$ cat src/rtl/hazard_pkg.sv
// Shared encodings for the hazard/forwarding controller: operand-select codes and FSM states.
package hazard_pkg;

  localparam logic [1:0] FWD_REG = 2'b00;
  localparam logic [1:0] FWD_WB  = 2'b01;
  localparam logic [1:0] FWD_MEM = 2'b10;

  // Bubble counter only needs to hold LOAD_LAT-1 for LOAD_LAT up to 7
  localparam int unsigned BCNT_W = 3;

  typedef enum logic {
    RUN      = 1'b0,
    LU_STALL = 1'b1
  } state_e;

endpackage

$ cat src/rtl/fwd_select.sv
// One EX operand's forwarding select: MEM result beats WB result, register 0 never forwards.
module fwd_select
  import hazard_pkg::*;
#(
  parameter int unsigned REG_AW = 5
) (
  input  logic [REG_AW-1:0] src_addr,
  input  logic              mem_reg_write,
  input  logic [REG_AW-1:0] mem_write_addr,
  input  logic              wb_reg_write,
  input  logic [REG_AW-1:0] wb_write_addr,
  output logic [1:0]        fwd_sel_c
);

  logic w_mem_hit;
  logic w_wb_hit;

  assign w_mem_hit = mem_reg_write && (mem_write_addr != '0) && (mem_write_addr == src_addr);
  assign w_wb_hit  = wb_reg_write && (wb_write_addr != '0) && (wb_write_addr == src_addr);

  always_comb begin
    fwd_sel_c = FWD_REG;
    if (w_mem_hit) begin
      fwd_sel_c = FWD_MEM;
    end else if (w_wb_hit) begin
      fwd_sel_c = FWD_WB;
    end
  end

endmodule

$ cat src/rtl/hazard_forward_unit.sv
// Pipeline hazard controller: operand forwarding, load-use bubble sequencing,
// memory-wait freeze and saturating stall/forward statistics.
module hazard_forward_unit
  import hazard_pkg::*;
#(
  parameter int unsigned REG_AW   = 5,
  parameter int unsigned LOAD_LAT = 1,
  parameter int unsigned CNT_W    = 16
) (
  input  logic              clk,
  input  logic              rst_n,
  input  logic [REG_AW-1:0] id_rs,
  input  logic [REG_AW-1:0] id_rt,
  input  logic              id_uses_rs,
  input  logic              id_uses_rt,
  input  logic [REG_AW-1:0] ex_rs,
  input  logic [REG_AW-1:0] ex_rt,
  input  logic              ex_mem_read,
  input  logic [REG_AW-1:0] ex_write_addr,
  input  logic              mem_reg_write,
  input  logic [REG_AW-1:0] mem_write_addr,
  input  logic              mem_access,
  input  logic              mem_ready,
  input  logic              wb_reg_write,
  input  logic [REG_AW-1:0] wb_write_addr,
  input  logic              clr_stats,
  output logic [1:0]        forward_a,
  output logic [1:0]        forward_b,
  output logic              pc_write,
  output logic              if_id_write,
  output logic              id_ex_flush,
  output logic              pipe_freeze,
  output logic [CNT_W-1:0]  stall_cycles,
  output logic [CNT_W-1:0]  fwd_events
);

  localparam logic [BCNT_W-1:0] BUBBLES_AFTER = BCNT_W'(LOAD_LAT - 1);

  logic [1:0]        w_fwd_a;
  logic [1:0]        w_fwd_b;
  logic              w_freeze;
  logic              w_hazard;
  logic              w_pc;
  logic              w_ifid;
  logic              w_flush;
  logic              w_stall_inc;
  logic              w_fwd_inc;
  state_e            r_state;
  state_e            w_state_nxt;
  logic [BCNT_W-1:0] r_bcnt;
  logic [BCNT_W-1:0] w_bcnt_nxt;
  logic [CNT_W-1:0]  r_stall_cycles;
  logic [CNT_W-1:0]  r_fwd_events;

  fwd_select #(.REG_AW(REG_AW)) u_fwd_a (
    .src_addr       (ex_rs),
    .mem_reg_write  (mem_reg_write),
    .mem_write_addr (mem_write_addr),
    .wb_reg_write   (wb_reg_write),
    .wb_write_addr  (wb_write_addr),
    .fwd_sel_c      (w_fwd_a)
  );

  fwd_select #(.REG_AW(REG_AW)) u_fwd_b (
    .src_addr       (ex_rt),
    .mem_reg_write  (mem_reg_write),
    .mem_write_addr (mem_write_addr),
    .wb_reg_write   (wb_reg_write),
    .wb_write_addr  (wb_write_addr),
    .fwd_sel_c      (w_fwd_b)
  );

  assign w_freeze = mem_access && !mem_ready;
  assign w_hazard = ex_mem_read && (ex_write_addr != '0) &&
                    ((id_uses_rs && (ex_write_addr == id_rs)) ||
                     (id_uses_rt && (ex_write_addr == id_rt)));

  // Next-state and pipeline controls; a freeze holds everything and suppresses the bubble
  always_comb begin
    w_state_nxt = r_state;
    w_bcnt_nxt  = r_bcnt;
    w_pc        = 1'b1;
    w_ifid      = 1'b1;
    w_flush     = 1'b0;
    if (w_freeze) begin
      w_pc   = 1'b0;
      w_ifid = 1'b0;
    end else begin
      case (r_state)
        RUN: begin
          if (w_hazard) begin
            w_pc    = 1'b0;
            w_ifid  = 1'b0;
            w_flush = 1'b1;
            if (LOAD_LAT > 1) begin
              w_state_nxt = LU_STALL;
              w_bcnt_nxt  = BUBBLES_AFTER;
            end
          end
        end
        LU_STALL: begin
          w_pc    = 1'b0;
          w_ifid  = 1'b0;
          w_flush = 1'b1;
          if (r_bcnt == BCNT_W'(1)) begin
            w_state_nxt = RUN;
            w_bcnt_nxt  = '0;
          end else begin
            w_bcnt_nxt = r_bcnt - BCNT_W'(1);
          end
        end
        default: begin
          w_state_nxt = RUN;
          w_bcnt_nxt  = '0;
        end
      endcase
    end
  end

  always_ff @(posedge clk or negedge rst_n) begin
    if (!rst_n) begin
      r_state <= RUN;
      r_bcnt  <= '0;
    end else begin
      r_state <= w_state_nxt;
      r_bcnt  <= w_bcnt_nxt;
    end
  end

  // Controls read as their reset values for as long as rst_n is low
  assign forward_a   = rst_n ? w_fwd_a : FWD_REG;
  assign forward_b   = rst_n ? w_fwd_b : FWD_REG;
  assign pc_write    = rst_n & w_pc;
  assign if_id_write = rst_n & w_ifid;
  assign id_ex_flush = rst_n & w_flush;
  assign pipe_freeze = rst_n & w_freeze;

  assign w_stall_inc = !w_pc;
  assign w_fwd_inc   = !w_freeze && ((w_fwd_a != FWD_REG) || (w_fwd_b != FWD_REG));

  // Saturating statistics; clear wins over increment
  always_ff @(posedge clk or negedge rst_n) begin
    if (!rst_n) begin
      r_stall_cycles <= '0;
      r_fwd_events   <= '0;
    end else begin
      if (clr_stats) begin
        r_stall_cycles <= '0;
      end else if (w_stall_inc && (r_stall_cycles != '1)) begin
        r_stall_cycles <= r_stall_cycles + CNT_W'(1);
      end
      if (clr_stats) begin
        r_fwd_events <= '0;
      end else if (w_fwd_inc && (r_fwd_events != '1)) begin
        r_fwd_events <= r_fwd_events + CNT_W'(1);
      end
    end
  end

  assign stall_cycles = r_stall_cycles;
  assign fwd_events   = r_fwd_events;

endmodule

$ cat config.mk
export PLATFORM = sky130hd
export DESIGN_NAME = hazard_forward_unit
export DESIGN_NICKNAME = d
export VERILOG_FILES = /design/src/rtl/hazard_pkg.sv /design/src/rtl/fwd_select.sv /design/src/rtl/hazard_forward_unit.sv
export SDC_FILE = /design/constraint.sdc
export NUM_CORES = 1
export LEC_CHECK = 0
export ABC_AREA = 1
export CAP_MARGIN = 20
export CORE_UTILIZATION = 44
export DETAILED_ROUTE_END_ITERATION = 6
export PLACE_DENSITY = 0.83
export SLEW_MARGIN = 20
export SYNTH_ARGS = -nofsm -noshare
export SYNTH_HDL_FRONTEND = slang
export SYNTH_SLANG_ARGS = --single-unit
$ cat constraint.sdc
create_clock -name clk -period 1.6 [get_ports clk]
set_input_delay 0.24 -clock clk [delete_from_list [all_inputs] [get_ports clk]]
set_output_delay 0.24 -clock clk [all_outputs]
set_load 0.05 [all_outputs]
# Word level (Yosys, flattened, before mapping)
# Index checks and enable logic that the tools add are counted.
[totals] out_inout_bits=40 ff_bits=36
[op_classes] add_sub_neg=3 n_eq_ne=9 reduce_logical=27 n_bitwise=5 muxes=19
[ops] op="two-way mux 16 bit" n=4
[ops] op="adder 16 x 1 -> 16 bit (second input constant)" n=2
[ops] op="inequality test 16 bit (second input constant)" n=2
[ops] op="equality test 5 bit" n=6
[ops] op="nonzero test 5 bit" n=3
[ops] op="logical AND 1 bit" n=14
[ops] op="two-way mux 1 bit" n=8
[ops] op="two-way mux 2 bit" n=4
[ops] op="nonzero test 2 bit" n=4
[ops] op="case mux 1 bit (2 select lines)" n=2
[ops] op="AND 1 bit" n=3
[ops] op="equality test 3 x 1 -> 1 bit (second input constant)" n=1
[ops] op="logical NOT 1 bit" n=3
[ops] op="two-way mux 3 bit" n=1
[ops] op="subtractor 3 x 1 -> 3 bit (second input constant)" n=1
[ops] op="logical OR 1 bit" n=2
[ops] op="NOT 1 bit" n=2
[ops] op="AND reduction 2 bit" n=1

# Longest topological paths before layout
[depth] word_depth=11 depth_mapped=12

# Hierarchy
# A second synthesis with hierarchy kept.
[hier_totals] cells_unflattened=468 area_unflattened_um2=2962.8
[modules_own_cells] mod="hazard_forward_unit" cells_each=366 seq_area_each_um2=900.9 n_inst=1 area_each_um2=2519.9
[modules_own_cells] mod="fwd_select" cells_each=51 seq_area_each_um2=0.0 n_inst=2 area_each_um2=221.5

# Least setup slack after synthesis
# OpenSTA, ideal clock, no wires.
[synth_path] path_type="input -> output" startpoint="in mem_write_addr[2]" endpoint="out forward_a[0]" t_required_ns=1.360 arrival_ns=2.100 stages=5 setup_slack_ns=-0.740 path_buffers=0 cell_sequence="inv_2 -> nand3_1 -> o21ai_1 -> nor2_1 -> nor4_1"
[synth_between] elab_chain_cells=5 word_cells_on_any_way=6 classes_between="eq/ne: 1; mux: 2; reduce/logical: 3"
[synth_rtl] item="start: declaration" line_no="hazard_forward_unit.sv:21" source="input logic [REG_AW-1:0] mem_write_addr,"
[synth_rtl] item="nonzero test 5 bit" line_no="fwd_select.sv:18" source="assign w_mem_hit = mem_reg_write && (mem_write_addr != '0) && (mem_write_addr == src_addr);"
[synth_rtl] item="logical AND 1 bit" line_no="fwd_select.sv:18"
[synth_rtl] item="logical AND 1 bit (*)" line_no="fwd_select.sv:18"
[synth_rtl] item="two-way mux 2 bit (*)" line_no="fwd_select.sv:23" source="if (w_mem_hit) begin"
[synth_rtl] item="two-way mux 2 bit (*)" line_no="hazard_forward_unit.sv:131" source="assign forward_a = rst_n ? w_fwd_a : FWD_REG;"
[synth_rtl] item="end: declaration" line_no="hazard_forward_unit.sv:27" source="output logic [1:0] forward_a,"
# Every way passes the cells marked *; elsewhere a longest branch is shown, timed or not.

# Worst setup path after layout
[layout_path] startpoint="reg r_stall_cycles[0], in the netlist stall_cycles[0]" endpoint="reg r_stall_cycles[4], in the netlist stall_cycles[4]"
[layout_between] elab_chain_cells=3 word_cells_on_any_way=6 classes_between="add/sub: 1; eq/ne: 1; mux: 2; reduce/logical: 2"
[layout_rtl] item="start: declaration" line_no="hazard_forward_unit.sv:52" source="logic [CNT_W-1:0] r_stall_cycles;"
[layout_rtl] item="start signal: assignment" line_no="hazard_forward_unit.sv:150" source="r_stall_cycles <= r_stall_cycles + CNT_W'(1);"
[layout_rtl] item="adder 16 x 1 -> 16 bit or inequality test 16 bit (tied branches)" line_no="hazard_forward_unit.sv:150, hazard_forward_unit.sv:149"
[layout_rtl] item="two-way mux 16 bit or logical AND 1 bit (tied branches)" line_no="hazard_forward_unit.sv:149" source="end else if (w_stall_inc && (r_stall_cycles != '1)) begin"
[layout_rtl] item="two-way mux 16 bit or nonzero test 2 bit (tied branches)"
# Parallel ways exist; a longest one is shown, timed or not. The select of a mux whose other input is x is not followed.
# A chain may end at the register's enable or synchronous reset.

==> impl_metrics.ini <==
[synthesis]
yosysWarningCount = 0
synth_area_sq_um = 2960
synth_cell_type_count = 31
ys_seq_elements = 36
syn_inst = 469
ys_seq_area_share_pct = 30.4
avgSynthCellArea_sq_um = 6.32
syn_nets = 518

[timing]
finalSetupViolations = 17
fmax_ghz = 0.613
skew_ns = 0.00450
rsz0062_at_grt = yes
maxSlewHeadroom_pct = 62.1
worst-slew-pin-transition_ns = 0.568
drv_slew = 0
min_period_ns = 1.63
period_share_pct = 102
hold_violations = 0
fin_tns_setup_ns = -0.249
setup_ws_ns = -0.0306

[layout]
stdcell_count = 683
multi_input_comb_area_sq_um = 2190
fin_util_pct = 77.6
nFillCells = 410
final_common_cell = nand2_1
drive_gt1_share_pct = 43.7
regArea_sq_um = 920
syn2layout_area_growth_pct = 68.0
diodes = 0
layout_common_cells = nand2_1, buf_4, nor2_1
nets = 654

[worst_setup_path]
startpoint_type = flop
required_ns = 1.83
reg2reg_depth = 12
endpoint_kind = flop
path_class = flop to flop
arrival_ns = 1.86
crit_fanout = 8

[die]
die_w_um = 84.1
die-area_sq_um = 7070
initial_utilization_pct = 46.2
die_h_um = 84.1
rows = 29
core-area_sq_um = 6420
pin_count = 85

[power_and_ir_drop]
powerDensity_nw_per_um2 = 483
intPower_w = 0.00160
power_frac_comb_pct = 32.5
p_leak_nw = 2.60
ir_worst_vdd_uv = 380
pwr-share-clk_pct = 26.3
total_power_w = 0.00240
pwr-share-seq_pct = 41.1
p_sw_share_pct = 33.7
power.switching_w = 0.000809

[drt]
firstDrtPassIters = 7
wl_per_cell_um = 14.8
drt_iter0_drc = 204
wl_mm = 10.1
drc = 18
antenna_left = 0
vias_per_cell = 5.36
route.vias.total = 3663

[clocking]
hold_buffers = 0
htreeDepth = 2
cts_max_path_buffers = 2
cts.clk_slew.worst_paths_ns = 0.07
clkSinkCount = 36
clk_latency_ns = 0.28
cts_made_buffers = 5
cts_tree = done
clk_root_buffer_cell = clkbuf_8

[min_path]
worstHoldPathType = input port to async pin

[grt]
grt_use_total_pct = 27.0
antenna_found_initial = 0
grt_remaining_overflow = 0
grt_start_max_net_pins = 38
grt_pass1_wl_mm = 15.6
grt_pass1_vias = 3594

[place]
portBuffers = 84
post-place-ws_ns = -0.436
dp_hpwl_mm = 6.96
dp_cells = 662
gp_congestion = 0.932

[run_status]
outcome = complete, but fails checks
violations = design-rule violations, negative setup slack

[flow_run]
cap_violations = 0
final timing paths:
kind / endpoint / from / slack, ns
worst max-delay path: stall_cycles[4]$_DFFE_PN0P_ / stall_cycles[0]$_DFFE_PN0P_ / -0.03
worst min-delay path: fwd_events[6]$_DFFE_PN0P_ / rst_n / 0.01
worst max register to register: stall_cycles[4]$_DFFE_PN0P_ / stall_cycles[0]$_DFFE_PN0P_ / -0.03
worst min register to register: r_bcnt[2]$_DFFE_PN0P_ / r_bcnt[2]$_DFFE_PN0P_ / 0.52
max in group asynchronous: stall_cycles[3]$_DFFE_PN0P_ / rst_n / 1.22
min in group clk: r_bcnt[2]$_DFFE_PN0P_ / r_bcnt[2]$_DFFE_PN0P_ / 0.52
metal layers:
layer  routed length [um]  up-vias  track usage (%)
met5                    0        -                0
met4                  301        0             9.87
met3                  510       28             4.75
met2                 5470      139             51.9
met1                 3860     1729             29.1
li1                     -     1767                -
power by group through the flow:
stage | Combinational (W) | Sequential, W | Clock, W
after floorplan | 0.000351 | 0.00102 | 0
after CTS | 0.000669 | 0.000987 | 0.000648
after global routing | 0.000858 | 0.000994 | 0.000692
final | 0.000782 | 0.000989 | 0.000633
after global placement | 0.000647 | 0.00100 | 0
after detailed placement | 0.000671 | 0.00101 | 0
synthesized netlist by cell type (all sizes together):
cell    instances  area, sq um
a21oi           2         10.0
nand2         149          584
o22ai           1         6.26
nor2           62          243
nand4          32          206
ha              4         50.1
or2             1         6.26
nor4            2         12.5
a211oi          1         7.51
clkbuf          1         3.75
nor3            3         15.0
o21ai           9         45.0
inv            67          251
nand3          56          285
clkinv          1         5.00
buf            12         71.3
dfrtp          36          901
a31oi           1         6.26
xor2           21          184
xnor2           8         70.1
final cells by class:
| type | count | area share [%] |
|---|---|---|
| sequential | 36 | 18.5 |
| tap | 77 | 1.93 |
| clock inverter | 1 | 0.100 |
| clock buffer | 7 | 1.53 |
| inverter | 68 | 5.43 |
| multi-input combinational | 353 | 44.0 |
| timing repair buffer | 141 | 28.5 |
cell families (layout without fill, tap and decap cells):
kind of cell | count (synthesis) | in the layout | share of synthesized area (%)
simple gates | 305 | 306 | 45.6
buf+inv | 81 | 217 | 11.2
flops | 36 | 36 | 30.4
xor+xnor | 29 | 29 | 8.57
compound gates | 14 | 14 | 2.53
fa+ha+maj | 4 | 4 | 1.69
per-stage QoR:
step	instance area (sq um)	hold WS, ns
3_5_place_dp	4600	0.344
3_3_place_gp	4600	0.326
4_1_cts	4690	0.0305
5_1_grt	4980	0.0483
6_report	4980	0.0111
2_1_floorplan	3230	-0.0556
state kept, by name (all words and copies together) (netlist names):
signal,count
r_state,1
r_bcnt,3
stall_cycles,16
fwd_events,16
what timing repair did:
action                                  CTS  global route
gates cloned                              0             2
resized for setup                       147            88
endpoints found under the setup margin   36            39
pin swaps                                36            79
setup buffers                             7             6
worst max-delay path: stages (launching register included):
cell      delay [ns]
dfrtp_2         0.39
ha_4            0.15
nand2_4         0.05
nor2_4          0.12
nand3_4         0.10
clkinv_4        0.07
nand2_4         0.05
nor2_4          0.09
nand4_4         0.13
nand2_8         0.15
buf_12          0.14
nand3_2         0.05
nand2_1         0.07
Note: power is estimated with default switching activity, not from simulation.
